**src/rtl/io_port_sequencer.sv**
```systemverilog
// io_port_sequencer: sequences CPU IN/OUT requests onto one-hot selected I/O ports with ack/timeout handshake
module io_port_sequencer #(
  parameter int N = 4,
  parameter int M = 16,
  parameter int W = 4,
  parameter int TIMEOUT = 8,
  parameter logic [M-1:0] PORT_MASK = {M{1'b1}}
) (
  input  logic         clk,
  input  logic         reset,
  input  logic         req,
  input  logic         we,
  input  logic [N-1:0] addr,
  input  logic [W-1:0] wdata,
  output logic         busy,
  output logic         done,
  output logic         err,
  output logic [W-1:0] rdata,
  output logic [M-1:0] port_sel,
  output logic [W-1:0] port_wdata,
  output logic         port_wr,
  output logic         port_rd,
  input  logic [W-1:0] port_rdata,
  input  logic [M-1:0] port_ack
);
  localparam int TW = $clog2(TIMEOUT + 1);
  typedef enum logic [1:0] {IDLE, SETUP, ACCESS, DONE} state_t;
  state_t state, state_d;
  logic [N-1:0] addr_q;
  logic we_q;
  logic [TW-1:0] timer;
  logic hit, tmo;
  always_comb begin
    hit = port_ack[addr_q];
    tmo = timer == TW'(TIMEOUT - 1);
    state_d = state;
    case (state)
      IDLE:    state_d = req ? (PORT_MASK[addr] ? SETUP : DONE) : IDLE;
      SETUP:   state_d = ACCESS;
      ACCESS:  state_d = (hit || tmo) ? DONE : ACCESS;
      default: state_d = IDLE;
    endcase
  end
  // Outputs are registered from the next state so they line up with the state they describe.
  always_ff @(posedge clk) begin
    if (reset) begin
      state <= IDLE;
      busy <= 1'b0;
      done <= 1'b0;
      err <= 1'b0;
      rdata <= '0;
      port_sel <= '0;
      port_wdata <= '0;
      port_wr <= 1'b0;
      port_rd <= 1'b0;
      addr_q <= '0;
      we_q <= 1'b0;
      timer <= '0;
    end else begin
      state <= state_d;
      busy <= state_d != IDLE;
      done <= state_d == DONE;
      err <= state_d == DONE && (state == IDLE || !hit);
      port_sel <= state_d == SETUP ? M'(1) << addr : state_d == ACCESS ? port_sel : '0;
      port_wdata <= state_d == SETUP ? wdata : port_wdata;
      port_wr <= state_d == ACCESS && we_q;
      port_rd <= state_d == ACCESS && !we_q;
      timer <= (state == ACCESS && !hit && !tmo) ? timer + 1'b1 : '0;
      if (state == IDLE && req) begin
        addr_q <= addr;
        we_q <= we;
      end
      if (state == ACCESS && hit && !we_q) rdata <= port_rdata;
    end
  end
endmodule

```
**config.mk**
```make
export PLATFORM = sky130hd
export DESIGN_NAME = io_port_sequencer
export DESIGN_NICKNAME = d
export VERILOG_FILES = /design/src/rtl/io_port_sequencer.sv
export SDC_FILE = /design/constraint.sdc
export NUM_CORES = 1
export LEC_CHECK = 0
export ABC_AREA = 1
export CORE_ASPECT_RATIO = 0.7
export CORE_UTILIZATION = 47
export DETAILED_ROUTE_END_ITERATION = 6
export PLACE_DENSITY = 0.8
export REMOVE_ABC_BUFFERS = 1
export SYNTH_ARGS = -nofsm -noshare
export SYNTH_HDL_FRONTEND = slang
export SYNTH_SLANG_ARGS = --single-unit
```
**constraint.sdc**
```tcl
create_clock -name clk -period 1.83 [get_ports clk]
set_clock_uncertainty 0.1 [all_clocks]
set_input_delay 0.549 -clock clk [delete_from_list [all_inputs] [get_ports clk]]
set_output_delay 0.549 -clock clk [all_outputs]
set_load 0.03 [all_outputs]
```
Word level (Yosys, flattened, before mapping)
Memories as Yosys holds them, arrays and structs flattened.
Cells that the tools add are included.
{"block": "op_classes", "magnitude_cmp": 2, "n_eq_ne": 7, "mux": 9, "n_reduce_logical": 16, "shifts": 1, "bitwise_logic": 1, "n_addsub": 1}
{"cell": "2-to-1 mux 16 bit", "count": 2}
{"cell": "left shift 1 x 4 -> 16 bit (first input constant)", "count": 1}
{"cell": "< comparator 4 x 5 -> 1 bit (second input constant)", "count": 2}
{"cell": "logical AND 1 bit", "count": 8}
{"cell": "== test 2 bit (second input constant)", "count": 3}
{"cell": "one-hot mux 2 bit (3 select lines)", "count": 1}
{"cell": "adder 4 x 1 -> 4 bit (second input constant)", "count": 1}
{"cell": "binary-select mux 1 bit (select 4 bit)", "count": 1}
{"cell": "== test 2 x 1 -> 1 bit (second input constant)", "count": 2}
{"cell": "== test 4 x 3 -> 1 bit (second input constant)", "count": 1}
{"cell": "2-to-1 mux 2 bit", "count": 2}
{"cell": "logical NOT 1 bit", "count": 3}
{"cell": "2-to-1 mux 1 bit", "count": 3}
{"cell": "logical NOT 2 bit", "count": 1}
{"cell": "logical OR 1 bit", "count": 2}
{"cell": "inequality test 2 bit (second input constant)", "count": 1}
{"cell": "nonzero test 2 bit", "count": 1}
{"cell": "OR reduction 2 bit", "count": 1}
{"cell": "inverter 1 bit", "count": 1}
{"block": "word_totals", "regBits": 40, "out_inout_bits": 29, "mem_count": 1, "in_bits": 32, "mem_bits_ro": 16}
{"memory": "(name not given)", "depth": 16, "width": 1, "rd": 1, "rd_ports_with_merged_regs": 0, "wr": 0, "line": "38", "source": "IDLE: state_d = req ? (PORT_MASK[addr] ? SETUP : DONE) : IDLE;"}

Depth between registers and ports, before layout
{"block": "depth", "ltp_word": 8, "mapped_depth": 14}

Worst setup path after synthesis
Ideal clock, no wire load.
{"block": "synth_path", "path_type": "register to register", "startpoint": "register state[0]", "endpoint": "register port_sel[3]", "path_buffers": 2, "setup_slack_ns": 0.153, "arrival_ns": 1.507, "period_less_slack_ns": 1.677, "setup_time_ns": 0.070, "path_stages_with_launch": 8, "cell_sequence": "dfxtp_1 -> inv_1 -> ha_1 -> buf_6 -> inv_1 -> clkbuf_1 -> nand4_1 -> a21oi_2"}
{"block": "synth_between", "elab_chain_len": 4}
{"element": "start: declaration", "line": "28", "source": "state_t state, state_d;"}
{"element": "start signal: assignment", "line": "60", "source": "state <= state_d;"}
{"element": "== test 2 bit (tied with other cells)", "line": "37", "source": "case (state)"}
{"element": "one-hot mux 2 bit (3 select lines) *", "line": "37"}
{"element": "named net state_d[1]", "line": "28"}
{"element": "== test 2 x 1 -> 1 bit or == test 2 bit (tied branches)", "line": "64", "source": "port_sel <= state_d == SETUP ? M'(1) << addr : state_d == ACCESS ? port_sel : '0;"}
{"element": "inequality test 2 bit (no line) or 2-to-1 mux 16 bit (tied branches)"}
{"element": "end signal: assignment", "line": "64"}
{"element": "end: declaration", "line": "19", "source": "output logic [M-1:0] port_sel,"}
The timed path passes the listed nets; every way through them passes the cells marked *.
A chain may end at the register's enable or synchronous reset.

Worst setup path in the final report
{"block": "layout_path", "startpoint": "register addr_q[0]", "endpoint": "register port_sel[10]"}
{"block": "layout_between", "elab_chain_len": 7}
{"element": "start: declaration", "line": "29", "source": "logic [N-1:0] addr_q;"}
{"element": "start signal: assignment", "line": "70", "source": "addr_q <= addr;"}
{"element": "binary-select mux 1 bit (select 4 bit) *", "line": "34", "source": "hit = port_ack[addr_q];"}
{"element": "2-to-1 mux 1 bit (not written as such) *", "line": "34"}
{"element": "logical OR 1 bit *", "line": "40", "source": "ACCESS: state_d = (hit || tmo) ? DONE : ACCESS;"}
{"element": "2-to-1 mux 1 bit *", "line": "40"}
{"element": "one-hot mux 2 bit (3 select lines) *", "line": "37"}
{"element": "== test 2 x 1 -> 1 bit or == test 2 bit (tied branches)", "line": "64"}
{"element": "inequality test 2 bit (no line) or 2-to-1 mux 16 bit (tied branches)"}
Every way passes the cells marked *; elsewhere a longest branch is shown, timed or not. The select of a mux whose other input is x is not followed.

==> flow_summary.ini <==
[status]
status = finished, violations left
violations = negative setup slack

[floorplan]
std_cell_rows = 19
core_area_mm2 = 0.004065
io_pins = 61
die_w_um = 81.29
die_h_um = 57.50
start_util = 0.5088
die-area_mm2 = 0.004674

[logic_synthesis]
synth.yosys.seq_area_share = 0.3872
synth_simple_gate_area_frac = 0.3563
synth_top_family_by_area = simple AND/OR/NAND/NOR gates
ys_types = 21
syn_avg_cell_area_um2 = 8.111
ys_ff_latch = 40
yosysWarnings = 0
synthXorXnorAreaFrac = 0
syn_inst = 255
synthMuxAreaShare = 0
netlist_area_mm2 = 0.002068
synth_compound_area_frac = 0.1162
yosys.area_share.adder = 0.02420

[routing]
routed_via_density = 5.358
ant_nets = 0
drt_pass1_iterations = 4
vias = 2020
routedWlPerCell_um = 14.54
drt-total-wl_um = 5480
first_iter_violations = 102
drc_errors = 0

[critical_path]
start_kind = flip-flop
crit_buf_inv = 3
cp-end-kind = flip-flop
timing.rr.start = addr_q[0]$_SDFFE_PP0P_
r2r-end = port_sel[10]$_SDFFE_PP0P_
r2r_cells = 13
crit_arrival_ns = 1.96
crit_top_cell = nand3_2
crit_required_ns = 1.95
crit_path_max_incr_delay_ns = 0.33
critical_path.slowest_cell = dfxtp_2
reg2reg_setup_slack_ns = -0.01
worstSetupStartpoint = addr_q[0]$_SDFFE_PP0P_
crit_chain = buf_12, inv_8, nand2_1, nand3_1, nand3_2, nand3_2, nand3_2, nand2_4, nand2_8, buf_12, nand2_8, nand3_2, a21oi_2
crit_family = simple AND/OR/NAND/NOR gates
critPathKind = reg2reg
worst-path-max-fanout = 9

[sta]
fmax_mhz = 543.5
rsz0062_at_grt = yes
fin_ws_ns = -0.009823
setup_viol = 1
tightest_slew_ns = 0.4433
drv_slew = 0
period_minus_slack_ns = 1.840
fin_setup_tns_ns = -0.009823
holdWs_ns = 0.3376
slew_headroom = 0.7038
hold_viol = 0
finalCritPeriodShare = 1.005

[worst_hold_path]
min_path_type = reg2reg
min_to = port_rd$_SDFF_PP0_
hold_depth = 1
min_from = we_q$_SDFFE_PP0P_

[grt]
grt-ovfl-total = 0
antenna_found_initial = 0
grt_max_degree = 28
first_global_vias = 1897
grt_first_pass_wirelength_um = 8673
grt_usage = 0.2452

[job]
cap_violations = 0

[final_layout]
diodes = 0
fill_cells = 311
fin_cells = 377
area_delta_synth_final_pct = 43.38
nets = 360
register_area_um2 = 802.0
layout-drive-gt1-share = 0.2554
multi_input_area_mm2 = 0.001145

[place]
post-place-cells = 362
hpwl_um = 3586
gp_congestion = 0.8081
port_buffers = 60
post-place-ws_ns = -0.4694

[power_and_ir_drop]
p_per_area_mw_per_mm2 = 847.0
max-vdd-ir-drop_mv = 0.6276
totalPowerFinal_mw = 2.512
seq_power_share = 0.383
switchingPower_mw = 0.9094
comb_power_share = 0.375
pwr-share-clk = 0.242
p_sw_frac = 0.3621
p_int_mw = 1.602
p_leak_nw = 1.290

[cts]
holdBufCountCts = 0
cts.sinks = 40
htreeDepth = 2
cts_tree = done
numCtsBuffers = 5
clk_path_buf_depth = 2
clock-root-buffer = clkbuf_8
clk_pin_slew_ns = 0.08
clkLatencyLatePin_ns = 0.29
layout make-up:
type | count | share of cell area
Clock buffer | 8 | 0.03038
Inverter | 27 | 0.03797
Sequential cell | 40 | 0.2705
Tap cell | 52 | 0.02194
Timing Repair Buffer | 76 | 0.2532
Multi-Input combinational cell | 174 | 0.3861
worst max-delay path by stage:
stage | endpoint | slack, ns | depth (start not counted)
2_1_floorplan | port_wdata[0]$_SDFFE_PP0N_ | -0.30 | 6
3_3_place_gp | port_rd$_SDFF_PP0_ | -0.39 | 12
3_5_place_dp | port_wr$_SDFF_PP0_ | -0.47 | 12
4_1_cts | port_sel[10]$_SDFFE_PP0P_ | 0.008 | 14
5_1_grt | port_sel[10]$_SDFFE_PP0P_ | -0.13 | 13
6_report | port_sel[10]$_SDFFE_PP0P_ | -0.01 | 13
layout by cell type, fill, tap and decap left out, types with 2 or more instances in the layout:
master / instances
clkdlybuf4s50_1: 15
inv_2: 2
nor3_2: 2
clkbuf_1: 2
a21oi_2: 16
nand4_1: 22
o21ai_0: 6
a21oi_1: 11
dlygate4sd2_1: 45
nand2_8: 4
nand2_4: 2
buf_4: 9
nor2_1: 30
nand3_2: 23
nor3_1: 2
inv_1: 23
dfxtp_1: 39
clkbuf_8: 6
nand3_1: 14
ha_1: 4
o21ai_1: 3
buf_12: 5
nand2_1: 26
nand2_2: 7
registers in the layout, summed over array words and instances, names as in the netlist, 2 cells and up:
| register | cells |
|---|---|
| rdata | 4 |
| port_wdata | 4 |
| timer | 4 |
| state | 2 |
| addr_q | 4 |
| port_sel | 16 |
through the flow:
step | cell area, um^2 | utilization
after floorplan | 1937 | -
after global placement | 2723 | 0.6697
after detailed placement | 2723 | 0.6697
after CTS | 2883 | 0.7091
after global routing | 2965 | 0.7295
final | 2965 | 0.7295
Yosys cell counts (all sizes together):
| cell | n | share of area |
|---|---|---|
| nor4 | 1 | 0.0060 |
| inv | 27 | 0.053 |
| nand4 | 22 | 0.067 |
| a21oi | 27 | 0.094 |
| nor2 | 30 | 0.054 |
| nand3 | 38 | 0.14 |
| clkbuf | 7 | 0.013 |
| nor3 | 4 | 0.0097 |
| nand2 | 37 | 0.082 |
| o21ai | 9 | 0.022 |
| dfxtp | 40 | 0.39 |
| ha | 4 | 0.024 |
| buf | 9 | 0.051 |
power groups by stage:
stage	Sequential (mW)	Combinational [mW]	Clock, mW
floorplan	1.06	0.355	0
global placement	0.982	0.755	0
detailed placement	0.984	0.771	0
CTS	0.962	0.854	0.615
global route	0.971	1.01	0.663
finish	0.963	0.941	0.608
cell families (layout without fill, tap and decap cells):
group | count (synthesis) | in the layout
AND/OR/NAND/NOR | 132 | 134
buffers and inverters | 43 | 111
flip-flops | 40 | 40
AO/OA/AOI/OAI | 36 | 36
adder cells (fa/ha/maj) | 4 | 4
timing repair:
item                       4_1_cts  5_1_grt
setup endpoints to repair       58       30
gates cloned                     3        0
pin swaps                       25        7
hold endpoints to repair         0        0
setup buffers                    2        2
resized for setup               53       18
metal layers:
metal	part of all wire	wire length [um]	global-route usage
met1	0.46	2528	0.3264
met2	0.46	2546	0.3810
met3	0.064	349	0.08160
met4	0.010	56	0.06122
met5	0	0	0
Note: power is estimated with default switching activity, not from simulation.
